===== config.mk =====
export PLATFORM = sky130hd
export DESIGN_NAME = level_controller_flat
export DESIGN_NICKNAME = d
export VERILOG_FILES = /design/src/rtl/level_controller_if.sv /design/src/rtl/level_controller.sv /design/src/flat_wrapper.sv
export SDC_FILE = /design/constraint.sdc
export NUM_CORES = 1
export LEC_CHECK = 0
export BUFFER_PORTS_ARGS = -buffer_cell sky130_fd_sc_hd__buf_4
export CORE_MARGIN = 5
export CORE_UTILIZATION = 35
export CTS_CLUSTER_DIAMETER = 100
export CTS_CLUSTER_SIZE = 30
export DETAILED_ROUTE_END_ITERATION = 10
export MAX_ROUTING_LAYER = met4
export PLACE_DENSITY = 0.58
export SYNTH_ARGS = -nofsm -noshare
export SYNTH_HDL_FRONTEND = slang
export SYNTH_SLANG_ARGS = --single-unit

===== constraint.sdc =====
create_clock -name clk -period 3.3 [get_ports clk]
set_input_delay 0.66 -clock clk [delete_from_list [all_inputs] [get_ports clk]]
set_output_delay 0.66 -clock clk [all_outputs]
set_load 0.05 [all_outputs]

===== src/rtl/level_controller_if.sv =====
// rtl/level_controller_if.sv - player/game-side bundle for level_controller (LEVEL_BEST_TRACK_EN adds best_level)
interface level_controller_if #(
    parameter int LEVEL_W = 6,
    parameter int SPEED_W = 11,
    parameter int BLK_W   = 4
);
    logic               go;
    logic               next_signal;
    logic [BLK_W-1:0]   miss_count;
    logic [SPEED_W-1:0] speed_count;
    logic [BLK_W-1:0]   num_blocks;
    logic [LEVEL_W-1:0] curr_level;
    logic               level_start;
    logic               game_over;
    logic               game_won;
`ifdef LEVEL_BEST_TRACK_EN
    logic [LEVEL_W-1:0] best_level;
`endif

    modport master (
        output go,
        output next_signal,
        output miss_count,
        input  speed_count,
        input  num_blocks,
        input  curr_level,
        input  level_start,
        input  game_over,
        input  game_won
`ifdef LEVEL_BEST_TRACK_EN
        ,
        input  best_level
`endif
    );

    modport slave (
        input  go,
        input  next_signal,
        input  miss_count,
        output speed_count,
        output num_blocks,
        output curr_level,
        output level_start,
        output game_over,
        output game_won
`ifdef LEVEL_BEST_TRACK_EN
        ,
        output best_level
`endif
    );
endinterface


===== src/rtl/level_controller.sv =====
// rtl/level_controller.sv - level sequencer: speed, row width and win/lose tracking
// Optional LEVEL_BEST_TRACK_EN adds a best_level register that survives game_over.
module level_controller #(
    parameter int NUM_LEVELS = 15,
    parameter int LEVEL_W    = 6,
    parameter int SPEED_W    = 11,
    parameter int BASE_SPEED = 60,
    parameter int SPEED_STEP = 4,
    parameter int MIN_SPEED  = 3,
    parameter int BLK_W      = 4,
    parameter int MAX_BLOCKS = 3,
    parameter int DROP_EVERY = 5
) (
    input  logic               clk,
    input  logic               resetn,
    level_controller_if.slave  bus
);
    typedef enum logic [1:0] {WAIT, ARM, PLAY, WON} state_t;

    localparam int BAND_W = (DROP_EVERY > 1) ? $clog2(DROP_EVERY) : 1;
    localparam logic [BAND_W-1:0]  BAND_LAST  = BAND_W'(DROP_EVERY - 1);
    localparam logic [LEVEL_W-1:0] LEVEL_ONE  = LEVEL_W'(1);
    localparam logic [LEVEL_W-1:0] LEVEL_LAST = LEVEL_W'(NUM_LEVELS);
    localparam logic [SPEED_W-1:0] SPEED_BASE = SPEED_W'(BASE_SPEED);
    localparam logic [SPEED_W-1:0] SPEED_DEC  = SPEED_W'(SPEED_STEP);
    localparam logic [SPEED_W-1:0] SPEED_MIN  = SPEED_W'(MIN_SPEED);
    localparam logic [SPEED_W-1:0] SPEED_KNEE = SPEED_W'(MIN_SPEED + SPEED_STEP);
    localparam logic [BLK_W-1:0]   BLK_MAX    = BLK_W'(MAX_BLOCKS);
    localparam logic [BLK_W-1:0]   BLK_ONE    = BLK_W'(1);

    state_t             state;
    logic [LEVEL_W-1:0] curr_level;
    logic [SPEED_W-1:0] speed_count;
    logic [BLK_W-1:0]   num_blocks;
    logic [BLK_W-1:0]   cap;
    logic [BAND_W-1:0]  band;
    logic               level_start;
    logic               game_over;
    logic               game_won;

    logic [BAND_W-1:0]  band_next;
    logic [BLK_W-1:0]   cap_next;
    logic [BLK_W-1:0]   remaining;
    logic [BLK_W-1:0]   blocks_next;
    logic [SPEED_W-1:0] speed_next;
    logic               lost;

    // Cap drops once per DROP_EVERY levels, tracked by position within the band.
    always_comb begin
        band_next   = band + BAND_W'(1);
        cap_next    = cap;
        if (band == BAND_LAST) begin
            band_next = '0;
            cap_next  = (cap > BLK_ONE) ? cap - BLK_ONE : BLK_ONE;
        end
        remaining   = num_blocks - bus.miss_count;
        blocks_next = (remaining < cap_next) ? remaining : cap_next;
        // Compare before subtracting so speed never wraps below the floor.
        speed_next  = (speed_count > SPEED_KNEE) ? speed_count - SPEED_DEC : SPEED_MIN;
        lost        = (bus.miss_count >= num_blocks);
    end

    always_ff @(posedge clk or negedge resetn) begin
        if (!resetn) begin
            state       <= WAIT;
            curr_level  <= LEVEL_ONE;
            speed_count <= SPEED_BASE;
            num_blocks  <= BLK_MAX;
            cap         <= BLK_MAX;
            band        <= '0;
            level_start <= 1'b0;
            game_over   <= 1'b0;
            game_won    <= 1'b0;
        end else begin
            level_start <= 1'b0;
            game_over   <= 1'b0;
            case (state)
                WAIT: begin
                    if (bus.go) state <= ARM;
                end
                ARM: begin
                    if (!bus.go) begin
                        state       <= PLAY;
                        level_start <= 1'b1;
                    end
                end
                PLAY: begin
                    if (bus.next_signal) begin
                        if (lost) begin
                            game_over   <= 1'b1;
                            curr_level  <= LEVEL_ONE;
                            speed_count <= SPEED_BASE;
                            num_blocks  <= BLK_MAX;
                            cap         <= BLK_MAX;
                            band        <= '0;
                            state       <= WAIT;
                        end else if (curr_level == LEVEL_LAST) begin
                            game_won <= 1'b1;
                            state    <= WON;
                        end else begin
                            curr_level  <= curr_level + LEVEL_ONE;
                            speed_count <= speed_next;
                            num_blocks  <= blocks_next;
                            cap         <= cap_next;
                            band        <= band_next;
                            state       <= WAIT;
                        end
                    end
                end
                WON: begin
                    if (bus.go) begin
                        game_won    <= 1'b0;
                        curr_level  <= LEVEL_ONE;
                        speed_count <= SPEED_BASE;
                        num_blocks  <= BLK_MAX;
                        cap         <= BLK_MAX;
                        band        <= '0;
                        state       <= ARM;
                    end
                end
                default: state <= WAIT;
            endcase
        end
    end

    assign bus.curr_level  = curr_level;
    assign bus.speed_count = speed_count;
    assign bus.num_blocks  = num_blocks;
    assign bus.level_start = level_start;
    assign bus.game_over   = game_over;
    assign bus.game_won    = game_won;

`ifdef LEVEL_BEST_TRACK_EN
    logic [LEVEL_W-1:0] best_level;

    always_ff @(posedge clk or negedge resetn) begin
        if (!resetn) begin
            best_level <= LEVEL_ONE;
        end else if (curr_level > best_level) begin
            best_level <= curr_level;
        end
    end

    assign bus.best_level = best_level;
`endif
endmodule


===== src/flat_wrapper.sv =====
// flat-port wrapper written by rule: the top's interface ports become plain ports
module level_controller_flat 
#(
    parameter int NUM_LEVELS = 15,
    parameter int LEVEL_W    = 6,
    parameter int SPEED_W    = 11,
    parameter int BASE_SPEED = 60,
    parameter int SPEED_STEP = 4,
    parameter int MIN_SPEED  = 3,
    parameter int BLK_W      = 4,
    parameter int MAX_BLOCKS = 3,
    parameter int DROP_EVERY = 5
)
  (clk, resetn, bus_go, bus_next_signal, bus_miss_count, bus_speed_count, bus_num_blocks, bus_curr_level, bus_level_start, bus_game_over, bus_game_won);
  level_controller_if #(.LEVEL_W(LEVEL_W), .SPEED_W(SPEED_W), .BLK_W(BLK_W)) bus_i ();
  input  logic clk;
  input  logic resetn;
  input wire logic [$bits(bus_i.go)-1:0] bus_go;
  input wire logic [$bits(bus_i.next_signal)-1:0] bus_next_signal;
  input wire logic [$bits(bus_i.miss_count)-1:0] bus_miss_count;
  output wire logic [$bits(bus_i.speed_count)-1:0] bus_speed_count;
  output wire logic [$bits(bus_i.num_blocks)-1:0] bus_num_blocks;
  output wire logic [$bits(bus_i.curr_level)-1:0] bus_curr_level;
  output wire logic [$bits(bus_i.level_start)-1:0] bus_level_start;
  output wire logic [$bits(bus_i.game_over)-1:0] bus_game_over;
  output wire logic [$bits(bus_i.game_won)-1:0] bus_game_won;
  assign bus_i.go = bus_go;
  assign bus_i.next_signal = bus_next_signal;
  assign bus_i.miss_count = bus_miss_count;
  assign bus_speed_count = bus_i.speed_count;
  assign bus_num_blocks = bus_i.num_blocks;
  assign bus_curr_level = bus_i.curr_level;
  assign bus_level_start = bus_i.level_start;
  assign bus_game_over = bus_i.game_over;
  assign bus_game_won = bus_i.game_won;
  level_controller #(.NUM_LEVELS(NUM_LEVELS), .LEVEL_W(LEVEL_W), .SPEED_W(SPEED_W), .BASE_SPEED(BASE_SPEED), .SPEED_STEP(SPEED_STEP), .MIN_SPEED(MIN_SPEED), .BLK_W(BLK_W), .MAX_BLOCKS(MAX_BLOCKS), .DROP_EVERY(DROP_EVERY)) u_core (.clk(clk), .resetn(resetn), .bus(bus_i));
endmodule

# After elaboration in Yosys (flattened, before gate mapping)
# Cells that the tools add are included.
# op_classes
add_sub_neg	5
n_lt_le_gt_ge	4
n_eq_ne	12
muxes	45
n_reduce_logical	6
# ops
op	count
11-bit two-way mux	5
4-bit two-way mux	10
6-bit two-way mux	4
11-bit case mux with 2 select lines	1
4-bit case mux with 2 select lines	2
3-bit two-way mux	5
6-bit case mux with 2 select lines	1
11-bit by 3-bit > comparator with 1-bit output (second input constant)	1
11-bit by 3-bit subtractor with 11-bit output (second input constant)	1
2-bit two-way mux	5
1-bit two-way mux	9
2-bit inequality test (second input constant)	4
6-bit by 1-bit adder with 6-bit output (second input constant)	1
6-bit by 4-bit equality test with 1-bit output (second input constant)	1
2-bit case mux with 3 select lines	1
3-bit case mux with 2 select lines	1
5-bit AND reduction	1
2-bit equality test (second input constant)	2
4-bit >= comparator	1
4-bit by 1-bit > comparator with 1-bit output (second input constant)	1
4-bit < comparator	1
2-bit by 1-bit inequality test with 1-bit output (second input constant)	2
4-bit AND reduction	1
4-bit by 1-bit subtractor with 4-bit output (second input constant)	1
other kinds (10)	10
# word_totals
ff_bits	33
inputBits	8
out_inout_bits	24
wordCells	81

# Longest topological paths before layout
# Gate-level depths: netlist of run 1.
# logic_depth
ltp_word	9
ltp_mapped	12
mapped_depth_nobuf	12

# Least setup slack after synthesis of run 1
# Ideal clock, no wire load.
# synth_timing
path_kind	register to register
from	register u_core.cap[0]
to	register u_core.num_blocks[2], in the netlist u_core.bus.num_blocks[2]
setup_ns	0.122
t_arrival_ns	2.937
required_time_ns	3.178
path_slack_ns	0.242
stages_incl_launch_ff	13
n_path_buf	0
period_less_slack_ns	3.058
cell_sequence	dfstp_2 -> inv_1 -> ha_1 -> nor2_1 -> nor3_1 -> o31ai_1 -> inv_1 -> ha_1 -> nor2b_1 -> a221oi_2 -> a21oi_1 -> or3_1 -> a32o_1
# synth_between
elab_chain_cells	9
elab_cells_between_ends	10
classes_between	add/sub: 1; order compare: 2; mux: 7
# synth_lines
element	line_no	source
start: declaration	level_controller.sv:35	logic [BLK_W-1:0] cap;
start signal: assignment	level_controller.sv:104	cap <= cap_next;
4-bit by 1-bit subtractor with 4-bit output or 4-bit by 1-bit > comparator with 1-bit output (tied branches)	level_controller.sv:54	cap_next = (cap > BLK_ONE) ? cap - BLK_ONE : BLK_ONE;
4-bit two-way mux	level_controller.sv:54	
4-bit two-way mux *	level_controller.sv:52	if (band == BAND_LAST) begin
4-bit < comparator	level_controller.sv:57	blocks_next = (remaining < cap_next) ? remaining : cap_next;
4-bit two-way mux *	level_controller.sv:57	
4-bit two-way mux *	level_controller.sv:97	end else if (curr_level == LEVEL_LAST) begin
4-bit two-way mux *	level_controller.sv:89	if (lost) begin
4-bit two-way mux *	level_controller.sv:88	if (bus.next_signal) begin
4-bit case mux with 2 select lines *	level_controller.sv:77	case (state)
end signal: assignment	level_controller.sv:103	num_blocks <= blocks_next;
end: declaration	level_controller.sv:34	logic [BLK_W-1:0] num_blocks;
# Every way passes the cells marked *; elsewhere a longest branch is shown, timed or not. The select of a mux whose other input is x is not followed.
# A chain may end at the register's enable or synchronous reset.

# Worst setup path after layout of run 1
# Ends and elaborated chain as after synthesis.

==> out/results.txt, run 1 <==
status -> complete, no violations
CTS Buffer Depth -> 2
initial core utilization -> 35.8%
Async S/R FF share, synth -> 100%
vias in the first global route -> 1747
FILL cells -> 600
GRT Total Usage -> 14.6%
Rows -> 28
most frequent cell after synthesis -> o21ai_0
Post-Syn Instances -> 240
Net Count, Synth -> 267
f_max -> 329 MHz
relative slew slack -> 60.4%
Post-route DRC -> 0
average via count per standard cell -> 5.39
RD Place Congestion -> 0.908
Detailed Routing Iterations Pass 1 -> 5
diode count -> 0
max-slew violation count -> 0
RSZ-0062 raised after global routing -> no
grt total ovfl -> 0
Nets -> 305
EDFF count, synth -> 0
CP Class -> register to register
Inserted Clock Buffers -> 5
Syn-to-layout area delta -> 20.4%
worst-skew pair later-pin latency -> 290 ps
worst hold path type -> primary input to asynchronous set/reset pin
first-pass GRT wire length -> 8530 um
# setup viols final -> 0
synthesized cell area -> 0.00212 sq mm
WP data arrival -> 3220 ps
peak supply drop -> 0.384 mV
Final Hold Slack -> 317 ps
TritonCTS clock tree -> done
die width -> 87.8 um
Synth top cells by count -> o21ai_0 (30), nand2_1 (26), dfrtp_1 (23)
largest net degree at the start of global routing -> 33
#FFs+latches synth -> 32
io pins -> 32
IO buf count -> 31
Seq/Total Area, Yosys -> 38.3%
die area -> 0.00772 sq mm
Avg WL per Cell -> 14.5 um
measured slew at the worst slew-check pin -> 587 ps
Most used DFF post-synth -> dfrtp_1
via count -> 1908
Die Ht -> 87.8 um
design area -> 0.00255 sq mm
Max Cap Violations -> 0
top cell type's share of synthesized area -> 27.1%
Clock Skew -> 8.30 ps
total power -> 2.59 mW
layout cell share with drive strength beyond 1 -> 21.5%
post-synth top area cell -> dfrtp_1
DP Wirelength -> 3750 um
clk sink count -> 32
Routed WL -> 5130 um
nature of the critical path startpoint -> register
1st-iter DRT viols -> 78
Synth Area per Inst -> 8.84 sq um
post-route minimum period -> 3040 ps
initial antenna violation count -> 0
Area contributors post-synth -> dfrtp_1 (27%), dfstp_2 (11%), ha_1 (11%)
Post-DRT Antenna Nets -> 0
Final Hold Viols -> 0
htree depth -> 2
Final period util -> 92.2%
crit path max fanout -> 7
crit path capture type -> register
WP data required -> 3480 ps
P_leak -> 1.19 nW
Core Util, Final -> 43.1%
total power per unit cell area -> 1020 mW/mm^2
post-synthesis cell type count -> 49
core area -> 0.00592 sq mm
placed instance area -> 0.00246 sq mm
synth warn -> 0
setup TNS -> 0 ps
root buf cell -> clkbuf_8
clock transition at the registers of the reported paths -> 70 ps
==> cell type report <==
cell class	instances	area (sq um)	share of cell area (%)
multi-input cells	179	1200	46.9
flip-flops and latches	32	812	31.8
repair buffers	38	285	11.2
well taps	75	93.8	3.67
inverters	22	82.6	3.23
clock buffers	7	76.3	2.99
clock inverters	1	5.00	0.196
==> registers in the layout (all words and copies together) (netlist names) <==
name and cells:
u_core.state 2, u_core.bus.num_blocks 4, u_core.band 3, u_core.bus.level_start 1, u_core.bus.game_over 1, u_core.bus.game_won 1
u_core.cap 4, u_core.bus.speed_count 10, u_core.bus.curr_level 6
==> critical path, stage by stage (launching register included) <==
cell	delay, ps
dfstp_2	580
inv_1	70
ha_1	250
nor2_2	130
nor3_1	80
o31ai_2	270
inv_1	70
ha_1	320
nor2b_1	150
a221oi_2	250
a21oi_1	130
or3_1	380
a32o_1	260
==> path summary, 6_finish.rpt <==
path | start | end | cells past startpoint | slack, ps
setup reg to reg | u_core.cap[0]$_DFFE_PN1P_ | u_core.bus.num_blocks[2]$_DFFE_PN0P_ | 12 | 260
hold / removal | resetn | u_core.bus.speed_count[10]$_DFFE_PN0P_ | 1 | 320
hold reg to reg | u_core.bus.num_blocks[0]$_DFFE_PN1P_ | u_core.bus.num_blocks[0]$_DFFE_PN1P_ | 2 | 510
max in group asynchronous | resetn | u_core.bus.num_blocks[0]$_DFFE_PN1P_ | 1 | 2640
min in group clk | u_core.bus.num_blocks[0]$_DFFE_PN1P_ | u_core.bus.num_blocks[0]$_DFFE_PN1P_ | 2 | 510
setup / recovery | u_core.cap[0]$_DFFE_PN1P_ | u_core.bus.num_blocks[2]$_DFFE_PN0P_ | 12 | 260
==> cells by family after synthesis <==
group,Yosys count,share of synthesized area (%)
multiplexers,4,1.95
XOR/XNOR,2,0.826
adder cells (fa/ha/maj),19,11.6
buffers and inverters,29,5.55
AO/OA/AOI/OAI,75,22.5
flip-flops,32,38.3
AND/OR/NAND/NOR,79,19.4
==> metal layers <==
| layer | global-route usage (%) | wire (um) |
|---|---|---|
| met1 | 19.9 | 2490 |
| met2 | 21.2 | 2370 |
| met3 | 2.92 | 189 |
| met4 | 5.44 | 83 |
| met5 | - | 0 |
==> cells in the final DEF, fill, tap and decap left out, types with 4 or more instances in the layout <==
cell | Yosys | routed
o31ai_1 | 8 | 7
and3_1 | 5 | 5
dfstp_2 | 9 | 9
nand2_1 | 26 | 26
inv_1 | 22 | 22
dfrtp_1 | 23 | 23
ha_1 | 18 | 18
nor2_1 | 9 | 8
nand3_1 | 7 | 7
a21o_1 | 4 | 4
clkbuf_8 | 0 | 5
a21oi_1 | 12 | 12
nor3_1 | 6 | 6
buf_4 | 1 | 38
and2_1 | 4 | 4
o21ai_0 | 30 | 30
==> power by group <==
group | switching, mW | internal, mW
registers | 0.116 | 0.539
logic | 1.03 | 0.605
clock network | 0.151 | 0.148
==> stage by stage <==
stage          setup slack, ps  cells
3_5_place_dp               122    345
2_1_floorplan              242    240
4_1_cts                    143    353
5_1_grt                   31.9    354
3_3_place_gp               151    345
6_report                   258    354
==> repair_timing <==
item | in CTS | in global routing
hold buffers | 0 | 0
endpoints found under the setup margin | 0 | 1
gates resized for setup | 0 | 2
setup buffers | 0 | 1
hold endpoints to repair | 0 | 0
No activity file was read; power rests on OpenSTA's default activity.
==> run 2: changes to the inputs <==
--- a/config.mk
+++ b/config.mk
@@ -12,7 +12,7 @@
 export CTS_CLUSTER_SIZE = 30
 export DETAILED_ROUTE_END_ITERATION = 10
 export MAX_ROUTING_LAYER = met4
-export PLACE_DENSITY = 0.58
+export PLACE_DENSITY = 0.6
 export SYNTH_ARGS = -nofsm -noshare
 export SYNTH_HDL_FRONTEND = slang
 export SYNTH_SLANG_ARGS = --single-unit
==> constraint.sdc (replaced) <==
create_clock -name clk -period 2.67 [get_ports clk]
set_input_delay 0.534 -clock clk [delete_from_list [all_inputs] [get_ports clk]]
set_output_delay 0.534 -clock clk [all_outputs]
set_load 0.05 [all_outputs]
==> out/results.txt, run 2 (synthesis results as in run 1) <==
peak supply drop -> 0.599 mV (was 0.384 mV)
most frequent cells in the layout -> buf_4 (64), o21ai_0 (29), nand2_1 (26) (was buf_4 (38), o21ai_0 (30), nand2_1 (26))
Final WS setup -> -14.4 ps (was 258 ps)
RSZ-0062 raised after global routing -> yes (was no)
crit path capture type -> register (unchanged)
placed instance area -> 0.00267 sq mm (was 0.00246 sq mm)
CTS Buffer Depth -> 2 (unchanged)
via count -> 1983 (was 1908)
nature of the critical path startpoint -> register (unchanged)
clock transition at the registers of the reported paths -> 70 ps (about the same)
die area -> 0.00772 sq mm (unchanged)
Post-route DRC -> 0 (unchanged)
design area -> 0.00289 sq mm (was 0.00255 sq mm)
largest net degree at the start of global routing -> 33 (unchanged)
Nets -> 331 (was 305)
Final Hold Viols -> 0 (unchanged)
GRT Total Usage -> 15.4% (was 14.6%)
total power per unit cell area -> 1300 mW/mm^2 (was 1020 mW/mm^2)
Largest Register -> u_core.bus.speed_count (unchanged)
post-route minimum period -> 2680 ps (was 3040 ps)
Max Cap Violations -> 0 (unchanged)
average via count per standard cell -> 5.22 (was 5.39)
max reg flops -> 10 (unchanged)
Syn-to-layout area delta -> 36.4% (was 20.4%)
grt total ovfl -> 0 (unchanged)
diode count -> 0 (unchanged)
worst-skew pair later-pin latency -> 280 ps (was 290 ps)
initial core utilization -> 35.8% (unchanged)
P_leak -> 1.33 nW (was 1.19 nW)
Post-DRT Antenna Nets -> 0 (unchanged)
Rows -> 28 (unchanged)
Placed Instances -> 368 (was 345)
WP data required -> 2840 ps (was 3480 ps)
Final period util -> 101% (was 92.2%)
Inserted Clock Buffers -> 5 (unchanged)
TritonCTS clock tree -> done (unchanged)
f_max -> 373 MHz (was 329 MHz)
clk sink count -> 32 (unchanged)
crit path max fanout -> 3 (was 7)
Die Ht -> 87.8 um (unchanged)
root buf cell -> clkbuf_8 (unchanged)
status -> finished with violations (was complete, no violations)
worst hold path type -> primary input to asynchronous set/reset pin (unchanged)
Detailed Routing Iterations Pass 1 -> 4 (was 5)
Layout Cells excl Fill -> 380 (was 354)
Regs by FF count -> u_core.bus.speed_count: 10 flops, u_core.bus.curr_level: 6 flops (unchanged)
Final Hold Slack -> 191 ps (was 317 ps)
die width -> 87.8 um (unchanged)
relative slew slack -> 64.6% (was 60.4%)
Routed WL -> 5440 um (was 5130 um)
vias in the first global route -> 1880 (was 1747)
1st-iter DRT viols -> 117 (was 78)
CP Class -> register to register (unchanged)
DP Wirelength -> 3950 um (was 3750 um)
io pins -> 32 (unchanged)
IO buf count -> 31 (unchanged)
WP data arrival -> 2850 ps (was 3220 ps)
first-pass GRT wire length -> 9080 um (was 8530 um)
measured slew at the worst slew-check pin -> 526 ps (was 587 ps)
initial antenna violation count -> 0 (unchanged)
layout cell share with drive strength beyond 1 -> 34.8% (was 21.5%)
Avg WL per Cell -> 14.3 um (was 14.5 um)
most common cell after layout, fill and taps aside -> buf_4 (unchanged)
htree depth -> 2 (unchanged)
Clock Skew -> 8.51 ps (was 8.30 ps)
core area -> 0.00592 sq mm (unchanged)
# setup viols final -> 1 (was 0)
RD Place Congestion -> 0.870 (was 0.908)
max-slew violation count -> 0 (unchanged)
failing checks -> negative setup slack
Post-CTS Hold Buffers -> 0 (unchanged)
==> run 2: cell count changes in the layout (fill, tap and decap cells not counted), sizes merged <==
cell / change
clkbuf: -1
buf: +26
clkinv: +1
==> run 2: what timing repair did <==
item | in CTS | in global routing
pin swaps | 4 | 11
setup buffers | 1 | 3
resized for setup | 8 | 11
endpoints found under the setup margin | 1 | 4
==> run 2: stage by stage <==
stage	util (%)	power (mW)	setup slack, ps	setup TNS, ps
after global routing	48.9	4.09	-139	-306
after floorplan	-	2.33	-196	-196
after global placement	45.2	3.12	-67.4	-121
final	48.9	3.77	-14.4	-14.4
after CTS	47.5	3.60	-42.2	-42.2
after detailed placement	45.2	3.15	-110	-177
==> run 2: where the power goes <==
| group | total [mW] | internal, mW | switching (mW) | leakage (nW) |
|---|---|---|---|---|
| Combinational | 2.57 | 1.10 | 1.47 | 0.875 |
| Clock | 0.385 | 0.206 | 0.180 | 0.0510 |
| Sequential | 0.811 | 0.671 | 0.140 | 0.406 |
==> run 2: final timing paths <==
path                                                    endpoint                                  from  slack, ps  cells past startpoint
max reg2reg                 u_core.bus.num_blocks[2]$_DFFE_PN0P_             u_core.cap[1]$_DFFE_PN1P_        -10                     12
min reg2reg                 u_core.bus.curr_level[0]$_DFFE_PN1P_  u_core.bus.curr_level[0]$_DFFE_PN1P_        510                      2
min in group clk                u_core.bus.level_start$_DFF_PN0_                                bus_go        420                      2
max                         u_core.bus.num_blocks[2]$_DFFE_PN0P_             u_core.cap[1]$_DFFE_PN1P_        -10                     12
min                                   u_core.band[1]$_DFFE_PN0P_                                resetn        190                      1
max in group asynchronous  u_core.bus.speed_count[4]$_DFFE_PN1P_                                resetn       2150                      1
==> run 2: routing by layer <==
layer / track usage [%] / up-vias / share of wire (%)
li1: - / 1001 / -
met2: 23.4 / 48 / 48
met4: 5.02 / 0 / 1.5
met5: - / - / 0
met1: 20.8 / 928 / 46
met3: 2.92 / 6 / 4.6
==> run 2: layout make-up <==
type	count	area, sq um
clock inverters	2	10.0
fillers	546	3030
repair buffers	64	480
flip-flops and latches	32	816
well taps	75	93.8
inverters	22	85.1
multi-input cells	179	1330
clock buffers	6	82.6
==> run 2: worst max-delay path: stages, from the launching register on <==
cell and delay (ps):
dfstp_2 560, inv_4 50, ha_4 160, nor2_4 110
nor3_2 60, o31ai_2 250, inv_1 110, ha_4 240
nor2b_4 130, a221oi_4 250, a21oi_2 90, or3_1 310
a32o_1 250
==> run 3: changes to the inputs <==
--- a/config.mk
+++ b/config.mk
@@ -8,11 +8,10 @@
 export BUFFER_PORTS_ARGS = -buffer_cell sky130_fd_sc_hd__buf_4
 export CORE_MARGIN = 5
 export CORE_UTILIZATION = 35
-export CTS_CLUSTER_DIAMETER = 100
 export CTS_CLUSTER_SIZE = 30
 export DETAILED_ROUTE_END_ITERATION = 10
 export MAX_ROUTING_LAYER = met4
-export PLACE_DENSITY = 0.6
+export PLACE_DENSITY = 0.65
 export SYNTH_ARGS = -nofsm -noshare
 export SYNTH_HDL_FRONTEND = slang
 export SYNTH_SLANG_ARGS = --single-unit
==> out/results.txt, run 3 (synthesis results as in run 1) <==
Core Util, Final -> 48.5% (was 48.9%)
root buf cell -> clkbuf_8 (unchanged)
DP Wirelength -> 3880 um (was 3950 um)
max-slew violation count -> 0 (unchanged)
placed instance area -> 0.00268 sq mm (was 0.00267 sq mm)
CP Class -> register to register (unchanged)
nature of the critical path startpoint -> register (unchanged)
Post-DRT Antenna Nets -> 0 (unchanged)
WP data arrival -> 2910 ps (was 2850 ps)
vias in the first global route -> 2068 (was 1880)
average via count per standard cell -> 5.37 (was 5.22)
core area -> 0.00592 sq mm (unchanged)
initial antenna violation count -> 0 (unchanged)
htree depth -> 2 (unchanged)
WP data required -> 2850 ps (was 2840 ps)
diode count -> 0 (unchanged)
max reg flops -> 10 (unchanged)
P_leak -> 1.32 nW (was 1.33 nW)
initial core utilization -> 35.8% (unchanged)
largest net degree at the start of global routing -> 33 (unchanged)
Post-route DRC -> 0 (unchanged)
layout cell share with drive strength beyond 1 -> 33.4% (was 34.8%)
via count -> 2039 (was 1983)
peak supply drop -> 0.583 mV (was 0.599 mV)
1st-iter DRT viols -> 92 (was 117)
grt total ovfl -> 0 (unchanged)
Syn-to-layout area delta -> 35.4% (was 36.4%)
setup TNS -> -63.0 ps (was -14.4 ps)
io pins -> 32 (unchanged)
die width -> 87.8 um (unchanged)
crit path max fanout -> 3 (unchanged)
GRT Total Usage -> 15.8% (was 15.4%)
CTS Buffer Depth -> 2 (unchanged)
clk sink count -> 32 (unchanged)
Final WS setup -> -63.0 ps (was -14.4 ps)
relative slew slack -> 64.3% (was 64.6%)
first-pass GRT wire length -> 9380 um (was 9080 um)
RSZ-0062 raised after global routing -> yes (unchanged)
Nets -> 331 (unchanged)
Detailed Routing Iterations Pass 1 -> 4 (unchanged)
Inserted Clock Buffers -> 5 (unchanged)
crit path capture type -> register (unchanged)
worst hold path type -> primary input to asynchronous set/reset pin (unchanged)
IO buf count -> 31 (unchanged)
most frequent cells in the layout -> buf_4 (64), o21ai_0 (29), nand2_1 (26) (unchanged)
most common cell after layout, fill and taps aside -> buf_4 (unchanged)
# setup viols final -> 1 (unchanged)
FILL cells -> 570 (was 546)
Final Hold Slack -> 179 ps (was 191 ps)
clock transition at the registers of the reported paths -> 70 ps (about the same)
worst-skew pair later-pin latency -> 290 ps (was 280 ps)
post-route minimum period -> 2730 ps (was 2680 ps)
Clock Skew -> 5.99 ps (was 8.51 ps)
die area -> 0.00772 sq mm (unchanged)
measured slew at the worst slew-check pin -> 531 ps (was 526 ps)
Die Ht -> 87.8 um (unchanged)
Routed WL -> 5520 um (was 5440 um)
f_max -> 366 MHz (was 373 MHz)
Avg WL per Cell -> 14.5 um (was 14.3 um)
Max Cap Violations -> 0 (unchanged)
total power -> 3.75 mW (was 3.77 mW)
total power per unit cell area -> 1310 mW/mm^2 (was 1300 mW/mm^2)
status -> finished with violations (unchanged)
Largest Register -> u_core.bus.speed_count (unchanged)
RD Place Congestion -> 0.783 (was 0.870)
design area -> 0.00287 sq mm (was 0.00289 sq mm)
Final Hold Viols -> 0 (unchanged)
Rows -> 28 (unchanged)
failing checks -> negative setup slack (unchanged)
Final period util -> 102% (was 101%)
Regs by FF count -> u_core.bus.speed_count: 10 flops, u_core.bus.curr_level: 6 flops (unchanged)
TritonCTS clock tree -> done (unchanged)
run 3: through the flow:
step | cells | worst slack [ps]
floorplan | 240 | -196
global placement | 369 | -53.3
detailed placement | 369 | -88.5
CTS | 378 | -53.9
global route | 380 | -218
finish | 380 | -63.0
run 3: timing repair:
item,CTS,global route
resized for setup,9,7
hold buffers,0,0
endpoints found under the setup margin,2,4
setup buffers,1,2
pin swaps,3,5
run 3: worst paths after layout:
kind,slack [ps],from,depth (start not counted),end
max,-60,u_core.cap[1]$_DFFE_PN1P_,12,u_core.bus.num_blocks[2]$_DFFE_PN0P_
max reg2reg,-60,u_core.cap[1]$_DFFE_PN1P_,12,u_core.bus.num_blocks[2]$_DFFE_PN0P_
min in group clk,420,bus_go,2,u_core.bus.level_start$_DFF_PN0_
min,180,resetn,1,u_core.bus.speed_count[10]$_DFFE_PN0P_
max in group asynchronous,2150,resetn,1,u_core.bus.num_blocks[0]$_DFFE_PN1P_
min reg2reg,520,u_core.bus.num_blocks[0]$_DFFE_PN1P_,2,u_core.bus.num_blocks[0]$_DFFE_PN1P_
run 3: power by group:
group | internal, mW | switching [mW] | leakage, nW
Clock | 0.209 | 0.186 | 0.0445
Combinational | 1.08 | 1.47 | 0.873
Sequential | 0.671 | 0.139 | 0.406
Total | 1.96 | 1.79 | 1.32
run 3: metal layers:
| metal | share of wire [%] | GRT usage, % | vias up |
|---|---|---|---|
| met3 | 3.0 | 3.29 | 12 |
| met5 | 0 | - | - |
| met2 | 48 | 24.7 | 34 |
| li1 | - | - | 1002 |
| met1 | 46 | 19.5 | 991 |
| met4 | 2.5 | 7.11 | 0 |
run 3: layout make-up:
cell class / instances / area, sq um / share of cell area (%)
Clock inverter: 1 / 7.51 / 0.261
Multi-Input combinational cell: 179 / 1300 / 45.4
Timing Repair Buffer: 64 / 480 / 16.7
Clock buffer: 7 / 86.3 / 3.01
Tap cell: 75 / 93.8 / 3.27
Sequential cell: 32 / 816 / 28.4
Inverter: 22 / 85.1 / 2.96
run 3: worst max-delay path, cell delays in order, from the launching register on:
cell and delay [ps]:
dfstp_2 560, inv_4 50, ha_4 160, nor2_4 110
nor3_2 60, o31ai_2 290, inv_1 120, ha_4 250
nor2b_4 130, a221oi_4 240, a21oi_2 90, or3_1 320
a32o_1 240
